### src/rtl/ps2_rx.sv
// PS/2 device-to-host receiver: sync + glitch filter, 11-bit deframer, E0/F0 prefix stripping.
// Optional PS2_PARITY_CHECK_EN: when defined, odd-parity failures drop the byte and flag an error.
module ps2_rx #(
  parameter int FILTER_LEN  = 8,
  parameter int TIMEOUT_CYC = 50000
) (
  input  logic       clk,
  input  logic       rst,
  input  logic       ps2_clk_i,
  input  logic       ps2_data_i,
  output logic       ps2_valid,
  output logic [7:0] ps2_data,
  output logic       ext_o,
  output logic       frame_err_o
);

  localparam int TW = (TIMEOUT_CYC > 2) ? $clog2(TIMEOUT_CYC) : 1;
  localparam logic [TW-1:0] TO_LAST = TW'(TIMEOUT_CYC - 1);

  typedef enum logic [1:0] {IDLE, DATA, PARITY, STOP} state_t;

  state_t                state, nxt;
  logic [1:0]            clk_sync, dat_sync;
  logic [FILTER_LEN-1:0] filt_sr;
  logic                  filt_clk;
  logic                  clk_s, dat_s, all_lo, all_hi, strobe;
  logic [7:0]            shift;
  logic [2:0]            bit_cnt;
  logic [TW-1:0]         to_cnt;
  logic                  timeout, par_ok, byte_ok, err_c;
  logic                  ext_f, brk_f;
`ifdef PS2_PARITY_CHECK_EN
  logic                  par_bit;
`endif

  // Lines idle high; resetting the synchronisers to 1 avoids a false strobe on release.
  always_ff @(posedge clk or negedge rst) begin
    if (!rst) begin
      clk_sync <= 2'b11;
      dat_sync <= 2'b11;
      filt_sr  <= '1;
      filt_clk <= 1'b1;
    end else begin
      clk_sync <= {clk_sync[0], ps2_clk_i};
      dat_sync <= {dat_sync[0], ps2_data_i};
      filt_sr  <= {filt_sr[FILTER_LEN-2:0], clk_s};
      if (all_lo)      filt_clk <= 1'b0;
      else if (all_hi) filt_clk <= 1'b1;
    end
  end

  assign clk_s   = clk_sync[1];
  assign dat_s   = dat_sync[1];
  assign all_lo  = (filt_sr == '0);
  assign all_hi  = (filt_sr == '1);
  assign strobe  = filt_clk & all_lo;
  assign timeout = (state != IDLE) && (to_cnt == TO_LAST);

`ifdef PS2_PARITY_CHECK_EN
  assign par_ok = ^{shift, par_bit};
`else
  assign par_ok = 1'b1;
`endif

  always_ff @(posedge clk or negedge rst) begin
    if (!rst) state <= IDLE;
    else      state <= nxt;
  end

  always_comb begin
    nxt = state;
    if (timeout) nxt = IDLE;
    else if (strobe) begin
      case (state)
        IDLE:    if (!dat_s) nxt = DATA;
        DATA:    if (bit_cnt == 3'd7) nxt = PARITY;
        PARITY:  nxt = STOP;
        default: nxt = IDLE;
      endcase
    end
  end

  always_comb begin
    byte_ok = 1'b0;
    err_c   = 1'b0;
    if (timeout) err_c = 1'b1;
    else if (strobe && state == STOP) begin
      if (dat_s && par_ok) byte_ok = 1'b1;
      else                 err_c   = 1'b1;
    end
  end

  always_ff @(posedge clk or negedge rst) begin
    if (!rst) begin
      shift   <= '0;
      bit_cnt <= '0;
`ifdef PS2_PARITY_CHECK_EN
      par_bit <= 1'b0;
`endif
    end else if (strobe) begin
      case (state)
        IDLE: bit_cnt <= '0;
        DATA: begin
          shift   <= {dat_s, shift[7:1]};
          bit_cnt <= bit_cnt + 3'd1;
        end
`ifdef PS2_PARITY_CHECK_EN
        PARITY: par_bit <= dat_s;
`endif
        default: ;
      endcase
    end
  end

  // Saturating idle counter; only meaningful between strobes of an open frame.
  always_ff @(posedge clk or negedge rst) begin
    if (!rst)                         to_cnt <= '0;
    else if (state == IDLE || strobe) to_cnt <= '0;
    else if (to_cnt != '1)            to_cnt <= to_cnt + 1'b1;
  end

  always_ff @(posedge clk or negedge rst) begin
    if (!rst) begin
      ps2_valid   <= 1'b0;
      ps2_data    <= 8'h00;
      ext_o       <= 1'b0;
      frame_err_o <= 1'b0;
      ext_f       <= 1'b0;
      brk_f       <= 1'b0;
    end else begin
      ps2_valid   <= 1'b0;
      frame_err_o <= err_c;
      if (byte_ok) begin
        if (shift == 8'hE0)      ext_f <= 1'b1;
        else if (shift == 8'hF0) brk_f <= 1'b1;
        else begin
          if (!brk_f) begin
            ps2_data  <= shift;
            ext_o     <= ext_f;
            ps2_valid <= 1'b1;
          end
          ext_f <= 1'b0;
          brk_f <= 1'b0;
        end
      end
    end
  end

endmodule

### config.mk
export PLATFORM = sky130hd
export DESIGN_NAME = ps2_rx
export DESIGN_NICKNAME = d
export VERILOG_FILES = /design/src/rtl/ps2_rx.sv
export SDC_FILE = /design/constraint.sdc
export NUM_CORES = 1
export LEC_CHECK = 0
export BUFFER_PORTS_ARGS = -buffer_cell sky130_fd_sc_hd__buf_2
export CAP_MARGIN = 5
export CORE_AREA = 8 8 147 94
export CTS_BUF_LIST = sky130_fd_sc_hd__clkbuf_8
export DETAILED_ROUTE_END_ITERATION = 10
export DIE_AREA = 0 0 155 102
export GPL_ROUTABILITY_DRIVEN = 0
export GPL_TIMING_DRIVEN = 0
export SLEW_MARGIN = 0
export SYNTH_ARGS = -nofsm -noshare
export SYNTH_HDL_FRONTEND = slang
export SYNTH_SLANG_ARGS = --single-unit
### constraint.sdc
create_clock -name clk -period 2.6 [get_ports clk]
set_clock_uncertainty 0.2 [all_clocks]
set_input_delay 0.52 -clock clk [delete_from_list [all_inputs] [get_ports clk]]
set_output_delay 0.52 -clock clk [all_outputs]
set_load 0.1 [all_outputs]
After elaboration in Yosys (flattened, before gate mapping)
Cells that the tools add are included.
{ "totals": {"register_bits": 55, "input_bits": 4, "out_inout_bits": 11, "wordCells": 71} }
{ "classes": {"addsub": 2, "n_eq_ne": 12, "mux": 23, "n_bitwise": 4, "reduce_logical": 16} }
{ "ops": {"columns": ["cell", "n"], "rows": [
  ["$mux 16", 2],
  ["$eq 8x8->1 const B", 3],
  ["$add 16x1->16 const B", 1],
  ["$eq 16x16->1 const B", 1],
  ["$ne 16x16->1 const B", 1],
  ["$mux 1", 15],
  ["$reduce_bool 2->1", 5],
  ["$logic_not 8->1", 1],
  ["$mux 2", 4],
  ["$reduce_and 2->1", 4],
  ["$ne 3x3->1 const B", 2],
  ["$pmux 2 s3", 1],
  ["$pmux 3 s2", 1],
  ["$eq 2x2->1 const B", 2],
  ["$reduce_and 4->1", 1],
  ["$add 3x1->3 const B", 1],
  ["$eq 3x3->1 const B", 1],
  ["$not 1->1", 3],
  ["$reduce_and 3->1", 1],
  ["$eq 2x1->1 const B", 1],
  ["$logic_and 1x1->1", 2],
  ["$logic_not 2->1", 1],
  ["$ne 2x2->1 const B", 1],
  ["$and 1x1->1", 1],
  ["$logic_or 1x1->1", 1]
]} }

Depth between registers and ports, before layout
{ "logic_depth": {"ltp_word": 6, "depth_mapped": 7, "mapped_depth_nobuf": 6} }

Worst setup path before layout
No wires, ideal clock.
{ "synth_timing": {"kind": "flip-flop to flip-flop", "from": "reg state[0]", "to": "reg ext_o", "setup_ns": 0.126, "arrival_ns": 1.794, "required_time_ns": 2.274, "path_slack_ns": 0.480, "stages_incl_launch_ff": 8, "n_path_buf": 1, "period_less_slack_ns": 2.120, "path_cell_list": "dfrtp_1 -> inv_1 -> ha_1 -> nor4b_4 -> nand4b_2 -> and4b_1 -> buf_6 -> mux2_4"} }
{ "synth_via": {"elab_chain_len": 5, "word_cells_on_any_way": 7, "cone_classes": "eq/ne (1); mux (2); reduce/logical (4)"} }
{ "synth_lines": {"columns": ["element", "line", "source"], "rows": [
  ["from (decl)", "22", "state_t state, nxt;"],
  ["from (signal assigned)", "67", "else state <= nxt;"],
  ["$eq 2x2->1", "87", "else if (strobe && state == STOP) begin"],
  ["$logic_and 1x1->1", "87", null],
  ["$mux 1", "87", null],
  ["$mux 1 (*)", "86", "if (timeout) err_c = 1'b1;"],
  ["$reduce_and 4->1 (no line) (*)", null, null],
  ["to (signal assigned)", "139", "ext_o <= ext_f;"],
  ["to (decl)", "13", "output logic ext_o,"]
]} }
Every way passes the cells marked *; elsewhere a longest branch is shown, timed or not.
A chain may end at the register's enable or synchronous reset.

Worst setup path after layout
{ "layout_timing": {"from": "reg state[0]", "to": "reg ps2_data[7]"} }
{ "layout_via": {"elab_chain_len": 5, "word_cells_on_any_way": 7, "cone_classes": "eq/ne (1); mux (2); reduce/logical (4)"} }
{ "layout_lines": {"columns": ["element", "line", "source"], "rows": [
  ["$eq 2x2->1", "87", null],
  ["$logic_and 1x1->1", "87", null],
  ["$mux 1", "87", null],
  ["$mux 1 (*)", "86", null],
  ["$reduce_and 4->1 (no line) (*)", null, null],
  ["to (signal assigned)", "138", "ps2_data <= shift;"],
  ["to (decl)", "12", "output logic [7:0] ps2_data,"]
]} }
Marked as above.

==> out/metrics.yaml <==
async_reset_ff_share_pct: 100
layout-drive-gt1-share_pct: 27.9
yosys_warnings: 0
synth_fp_nets: 230
drcViolationCount: 0
initial_core_util_pct: 22.4
arrival_ns: 2.38
rsz0062_at_grt: "false"
slew_violations: 0
cap_violations: 0
grt_overflow: 0
syn_to_final_growth_pct: 14.1
antenna_found_initial: 0
grt_max_degree: 56
cts-htree-levels: 2
final_nets: 251
drt_wl_total_um: 5490
fmax_mhz: 422
synth_top_area_share_pct: 40.1
cts_sinks: 55
max_slew.worst_pin.slew_ns: 0.838
core_um2: 11700
synth_seq_cells: 55
finalCritPeriodShare_pct: 91.2
boundaryPins: 15
cts-root-buf: "clkbuf_8"
vias: 1827
clk_latency_ns: 0.32
ant_nets: 0
grt_pass1_wl_um: 9490
cp_max_fo: 9
syn_area_um2: 2620
mostFrequentLayoutCells: "42 x dfrtp_1, 17 x buf_2, 16 x nand2_1, 13 x dfstp_2, 12 x a21oi_1"
ys_top_cells_by_area: "dfrtp_1 40%, dfstp_2 13%, mux2_4 5.2%"
via_per_inst: 4.51
dp_hpwl_um: 3860
synth-edff-count: 0
ir_drop_uv: 220
ctsResizeCount: 0
die_area_um2: 15800
layout_commonest_cell: "dfrtp_1"
timing.hold.ws_ns: 0.0155
setup_violations: 0
die_h_um: 102
firstDrtPassIters: 4
timing.final.hold_violations: 0
clk_path_buf_depth: 2
drt_iter0_markers: 134
post_cts_buffers: 0
required_ns: 2.61
max_slew_margin_pct: 43.9
grt_pass1_vias: 1878
p_leak_uw: 0.00128
cts_inserted_buffers: 5
grt_use_total_pct: 7.50
clkTransAtPathRegs_ns: 0.11
synthCells: 218
yosysSeqAreaShare_pct: 53.2
diodes: 0
die_w_um: 155
worstSetupEndpointType: "register"
cts_tree: "done"
synth_top_cell_by_area: "dfrtp_1"
rows: 31
hold_class: "in2async"
avgRoutedWirePerCell_um: 13.6
fin_tns_setup_ns: 0
crit_type: "reg2reg"
synthFlopType: "dfrtp_1"
io_buffer_count: 14
ctsHoldBuffers: 0
status: "complete, no violations"
syn_avg_cell_area_um2: 12.0
worstSetupStartpointType: "register"
ys_types: 49
power_density_nw_per_um2: 477
min_period_ns: 2.37
==> cells in the mapped netlist, types with 5 or more instances <==
cell type	n
a21oi_1	12
dfrtp_1	42
dfstp_2	13
ha_1	8
inv_1	6
mux2_2	7
mux2_4	9
nand2_1	16
nand3_1	8
nand4_1	10
nor2_1	9
nor3_1	7
o21ai_0	7
or4_1	5
==> worst max-delay path, stage by stage (launching register included) <==
cell,delay (ns)
dfrtp_1,0.41
inv_1,0.10
ha_1,0.30
nor4b_4,0.26
nand4b_2,0.26
and4b_1,0.28
buf_6,0.15
mux2_4,0.30
==> per-stage QoR <==
stage	instances	worst slack [ns]	util, %	power (uW)	instance area (um^2)
global placement	397	0.308	24.8	935	2900
detailed placement	397	0.246	24.8	937	2900
floorplan	218	0.480	-	912	2620
finish	405	0.228	25.6	1430	2990
CTS	405	0.219	25.6	1450	2990
global route	405	0.100	25.6	1490	2990
==> power breakdown <==
part / switching [uW] / internal (uW)
sequential: 10.5 / 876
combinational: 26.1 / 7.18
clock: 312 / 196
==> layer usage <==
layer	vias to the layer above	GRT usage, %	share of wire, %
li1	868	-	-
met1	912	10.1	51
met2	40	11.1	42
met3	7	2.66	5.4
met4	0	2.17	1.2
met5	-	0	0
==> layout make-up <==
cell class	instances	area, um^2
inverters	6	22.5
repair buffers	14	72.6
plain buffers	8	50.0
multi-input cells	149	1150
flip-flops and latches	55	1390
clock inverters	3	22.5
clock buffers	5	68.8
well taps	165	206
fillers	1240	8690
==> path summary, 6_finish.rpt <==
check                      slack, ns  cells past startpoint     endpoint   startpoint
max                             0.23                      7  ps2_data[7]     state[0]
min                             0.02                      1   to_cnt[15]          rst
max reg2reg                     0.23                      7  ps2_data[7]     state[0]
min reg2reg                     0.16                      0  clk_sync[1]  clk_sync[0]
max in group asynchronous       1.69                      1    to_cnt[3]          rst
min in group clk                0.09                      1  dat_sync[0]   ps2_data_i
==> registers in the layout, indices dropped and copies added (netlist names), 2 cells and up <==
signal,cells
bit_cnt,3
clk_sync,2
dat_sync,2
filt_sr,8
ps2_data,8
shift,8
state,2
to_cnt,16
==> logic make-up after synthesis <==
logic type / share of synthesized area, %
buf+inv: 2.77
flops: 53.2
simple gates: 20.4
fa+ha+maj: 3.82
mux: 8.55
compound gates: 11.2
(Power assumes the default switching activity.)
